File: src/rtl/systolic_skew_feeder.sv
// Diagonal skew feeder: one full row in per beat, lane j leaves j+1 advances later.
// Latency lane j = j+1 advances; on i_ready=0 with any lane valid everything holds and s_ready drops.
// Optional SKEW_BACK2BACK_EN: accept the next tile while the previous one drains (diagonal overlap).
module systolic_skew_feeder #(
    parameter int COLS   = 16,
    parameter int ELEM_W = 8
) (
    input  logic                   clk,
    input  logic                   rst_n,
    input  logic [COLS*ELEM_W-1:0] s_data,
    input  logic                   s_valid,
    input  logic                   s_last,
    output logic                   s_ready,
    output logic [COLS*ELEM_W-1:0] o_data,
    output logic [COLS-1:0]        o_valid,
    output logic                   o_last,
    input  logic                   i_ready,
    output logic                   o_busy
);

    typedef enum logic [1:0] {IDLE, STREAM, DRAIN} state_t;

    localparam int            CW         = (COLS > 1) ? $clog2(COLS) : 1;
    localparam logic [CW-1:0] DRAIN_LOAD = CW'(COLS - 1);

    state_t          state, state_nxt;
    logic [CW-1:0]   cnt, cnt_nxt;
    logic [COLS-1:0] mask;
    logic [COLS-1:0] last_sr;
    logic            adv;
    logic            accepted;

    assign adv = (mask == '0) | i_ready;

`ifdef SKEW_BACK2BACK_EN
    assign s_ready = rst_n & adv;
`else
    assign s_ready = rst_n & adv & (state != DRAIN);
`endif

    assign accepted = s_valid & s_ready;

    // A fresh accept always wins over draining, so back-to-back tiles reload the counter.
    always_comb begin
        state_nxt = state;
        cnt_nxt   = cnt;
        if (adv) begin
            if (accepted) begin
                if (s_last) begin
                    state_nxt = (COLS == 1) ? IDLE : DRAIN;
                    cnt_nxt   = DRAIN_LOAD;
                end else begin
                    state_nxt = STREAM;
                end
            end else if (state == DRAIN) begin
                if (cnt <= CW'(1)) begin
                    state_nxt = IDLE;
                end
                cnt_nxt = (cnt == '0) ? '0 : cnt - CW'(1);
            end
        end
    end

    always_ff @(posedge clk or negedge rst_n) begin
        if (!rst_n) begin
            state   <= IDLE;
            cnt     <= '0;
            mask    <= '0;
            last_sr <= '0;
        end else if (adv) begin
            state   <= state_nxt;
            cnt     <= cnt_nxt;
            mask    <= (mask << 1) | COLS'(accepted);
            last_sr <= (last_sr << 1) | COLS'(accepted & s_last);
        end
    end

    for (genvar j = 0; j < COLS; j++) begin : g_lane
        // Element j+1 deep delay line; the final entry is the registered output.
        logic [ELEM_W-1:0] sr [j+1];

        always_ff @(posedge clk or negedge rst_n) begin
            if (!rst_n) begin
                for (int k = 0; k <= j; k++) begin
                    sr[k] <= '0;
                end
            end else if (adv) begin
                sr[0] <= accepted ? s_data[j*ELEM_W +: ELEM_W] : '0;
                for (int k = 1; k <= j; k++) begin
                    sr[k] <= sr[k-1];
                end
            end
        end

        assign o_data[j*ELEM_W +: ELEM_W] = sr[j];
    end

    assign o_valid = mask;
    assign o_last  = last_sr[COLS-1];
    assign o_busy  = (state != IDLE) | (|mask);

endmodule
File: config.mk
export PLATFORM = sky130hd
export DESIGN_NAME = systolic_skew_feeder
export DESIGN_NICKNAME = d
export VERILOG_FILES = /design/src/rtl/systolic_skew_feeder.sv
export SDC_FILE = /design/constraint.sdc
export NUM_CORES = 2
export LEC_CHECK = 0
export BUFFER_PORTS_ARGS = -buffer_cell sky130_fd_sc_hd__buf_2
export CORE_ASPECT_RATIO = 1.75
export CORE_MARGIN = 2
export CORE_UTILIZATION = 30
export CTS_CLUSTER_DIAMETER = 80
export DETAILED_ROUTE_END_ITERATION = 10
export PLACE_DENSITY_LB_ADDON = 0.12
export SYNTH_ARGS = -nofsm -noshare
export SYNTH_HDL_FRONTEND = slang
export SYNTH_SLANG_ARGS = --single-unit
File: constraint.sdc
create_clock -name clk -period 1.92 [get_ports clk]
set_input_delay 0.384 -clock clk [delete_from_list [all_inputs] [get_ports clk]]
set_output_delay 0.384 -clock clk [all_outputs]
set_load 0.03 [all_outputs]
==> key figures <==
Setup path
  • WP data arrival: 2.28 ns
  • Setup crit end kind: output pin
  • Req. time, crit path: 1.54 ns
  • Critical path type: register to output pin
  • Reg2Reg Setup Slack: -0.39 ns
  • Critical-path maximum fanout: 2
  • CP startpoint kind: register

Synthesis
  • Post-synth EDFFs: 0
  • Top post-synthesis cells by area: dfrtp_1 64%, nand2_1 28%, buf_4 2.1%
  • Synthesized Nets: 5037
  • Syn Inst Count: 4904
  • Post-synth top area cell: dfrtp_1
  • Yosys warnings: 0
  • Sequential area share after synthesis: 64.4%
  • Flops & latches, synth: 1126
  • Ys async rst share: 100%
  • Syn Area/Cell: 8.93 sq um
  • Cell Area, Synth: 0.0438 sq mm
  • Fraction of post-synthesis cell area in the top cell type by area: 64.4%
  • Synth unique cells: 29
  • Ys flop type: dfrtp_1

CTS
  • Longest Clk Path Bufs: 3
  • Skew-Pair Late Insertion Delay: 0.73 ns
  • CTS root buf: clkbuf_16
  • Clock edge transition at the registers on the reported setup and hold paths: 0.06 ns
  • Total CTS buffers: 111
  • CTS tree: built
  • CTS Sinks: 1126
  • Htree depth: 3

Layout
  • Register Area: 0.0282 sq mm
  • P&R area growth vs syn: 27.7%
  • Core Util, Final: 38.5%
  • Commonest non-fill, non-tap cells in the layout: 3158 x nand2_1, 1117 x dfrtp_1, 276 x buf_2, 151 x clkbuf_16, 130 x dlygate4sd3_1
  • Layout cells sized above 1: 15.9%
  • Final nets: 5497
  • Layout fillers: 14775
  • Multi-input logic area: 0.0133 sq mm
  • Post-route cell area: 0.0559 sq mm
  • Commonest non-fill, non-tap cell in the layout: nand2_1

Placement
  • Routability cong.: 0.703
  • I/O Buffers: 279
  • Place WS: -0.109 ns
  • Post-DP Area: 0.0471 sq mm
  • Post-detail-place hpwl: 59500 um

Drt
  • ANT nets after route: 0
  • DR vias: 31482
  • Initial DRT Pass Iterations: 5
  • Drt via density: 4.30
  • Wirelength, routed: 112000 um
  • Routed len/inst: 15.3 um
  • Starting DRT DRC Count: 1521
  • Drt drc: 0

Timing
  • Final worst-path cycle share: 139%
  • Endpoints failing setup: 1128
  • Worst-margin pin slew: 0.590 ns
  • Final hold vios: 0
  • Worst clock skew: 0.0200 ns
  • Max-slew violation count: 0
  • Hold_ws: 0.139 ns
  • Setup ws final: -0.741 ns
  • Slew HR: 60.7%
  • Tmin final: 2.66 ns
  • RSZ-0062 raised after global routing: yes
  • Peak Freq: 376 MHz

Global route
  • First-pass GRT wire length: 174000 um
  • Number of global-route vias before repair: 31666
  • Tot GR Track Use: 14.6%
  • Gr ovfl total: 0
  • Initial antenna violation count: 9
  • Largest net degree at the start of global routing: 107

Status
  • Status: finished with violations
  • Failing checks: setup timing

Floorplanning
  • Num ports: 280
  • Core footprint: 0.145 sq mm
  • Die extent in x: 293 um
  • Row count: 185
  • Die height: 509 um
  • Die footprint: 0.149 sq mm
  • Initial Util: 30.2%

Job
  • Max-cap violations: 0

Pwr
  • Peak VDD IR: 0.00105 V
  • LEAKAGE: 31.3 nW
  • Pwr dens: 1660 mW/mm^2

Worst hold path
  • Worst min-delay path class: primary input to register
[sequential cells by signal (all words and copies together) (netlist names)]
register / flops
state: 2
last_sr: 16
o_valid: 16
o_data: 120
cnt: 4
g_lane.sr: 968
[power breakdown]
part	internal (W)	leakage, nW	switching (W)
Sequential	0.0328	15.3	0.00490
Combinational	0.0143	14.2	0.0186
Clock	0.0124	1.78	0.00954
[logic make-up after synthesis]
group	after synthesis	share of synthesized area, %
DFF	1126	64.4
buffers and inverters	385	5.99
and+or+nand+nor	3379	29.4
AOI/OAI and AO/OA	14	0.217
[stage by stage]
step           TNS, ns  instances  total power (W)
2_1_floorplan  -0.0771       4904           0.0550
3_3_place_gp     -6.78       6843           0.0617
3_5_place_dp    -27.68       6843           0.0622
4_1_cts        -661.21       7268           0.0917
5_1_grt        -341.11       7324           0.0993
6_report       -208.68       7324           0.0926
[final timing paths]
kind,endpoint,cells past startpoint,start
worst min-delay path,state[1],4,s_valid
max in group asynchronous,g_lane[10].sr[73],5,rst_n
worst max-delay path,o_busy,5,o_valid[9]
worst min register to register,o_data[93],2,o_data[93]
worst max register to register,g_lane[9].sr[20],12,o_valid[11]
min in group asynchronous,cnt[0],3,rst_n
[Yosys cell counts, types with 2 or more instances]
master / instances
o31ai_1: 2
buf_2: 163
o21ai_0: 3
nor4_1: 4
nand2_1: 3231
dfrtp_1: 1126
nor3_1: 2
clkbuf_1: 35
buf_6: 60
buf_4: 121
nor2_1: 4
buf_8: 6
and3_1: 2
a21oi_1: 2
nand3_1: 129
[final cells by class]
| cell class | count | share of cell area, % |
|---|---|---|
| antenna | 4 | 0.0179 |
| multi-input combinational | 3393 | 23.8 |
| sequential | 1126 | 50.4 |
| clock buffer | 167 | 5.87 |
| timing repair buffer | 732 | 15.1 |
| tap | 1870 | 4.19 |
| clock inverter | 32 | 0.578 |
[repair_timing]
action | CTS | global route
endpoints found under the hold margin | 713 | 0
setup buffers | 46 | 15
setup endpoints to repair | 675 | 1129
hold buffers | 130 | 0
cloned | 50 | 46
gates resized for setup | 192 | 76
pin swaps | 69 | 11
[worst max-delay path, stage by stage (launching register included)]
cell	delay, ns
dfrtp_2	0.42
nor4_4	0.32
buf_4	0.18
nand4_1	0.13
or3_4	0.37
buf_6	0.15
[layer usage]
layer  GRT usage, %  part of all wire [%]
met5              0                 0.044
met4           4.79                   2.5
met3           2.44                   3.5
met2           24.3                    48
met1           19.2                    46
Note: power is estimated with default switching activity, not from simulation.
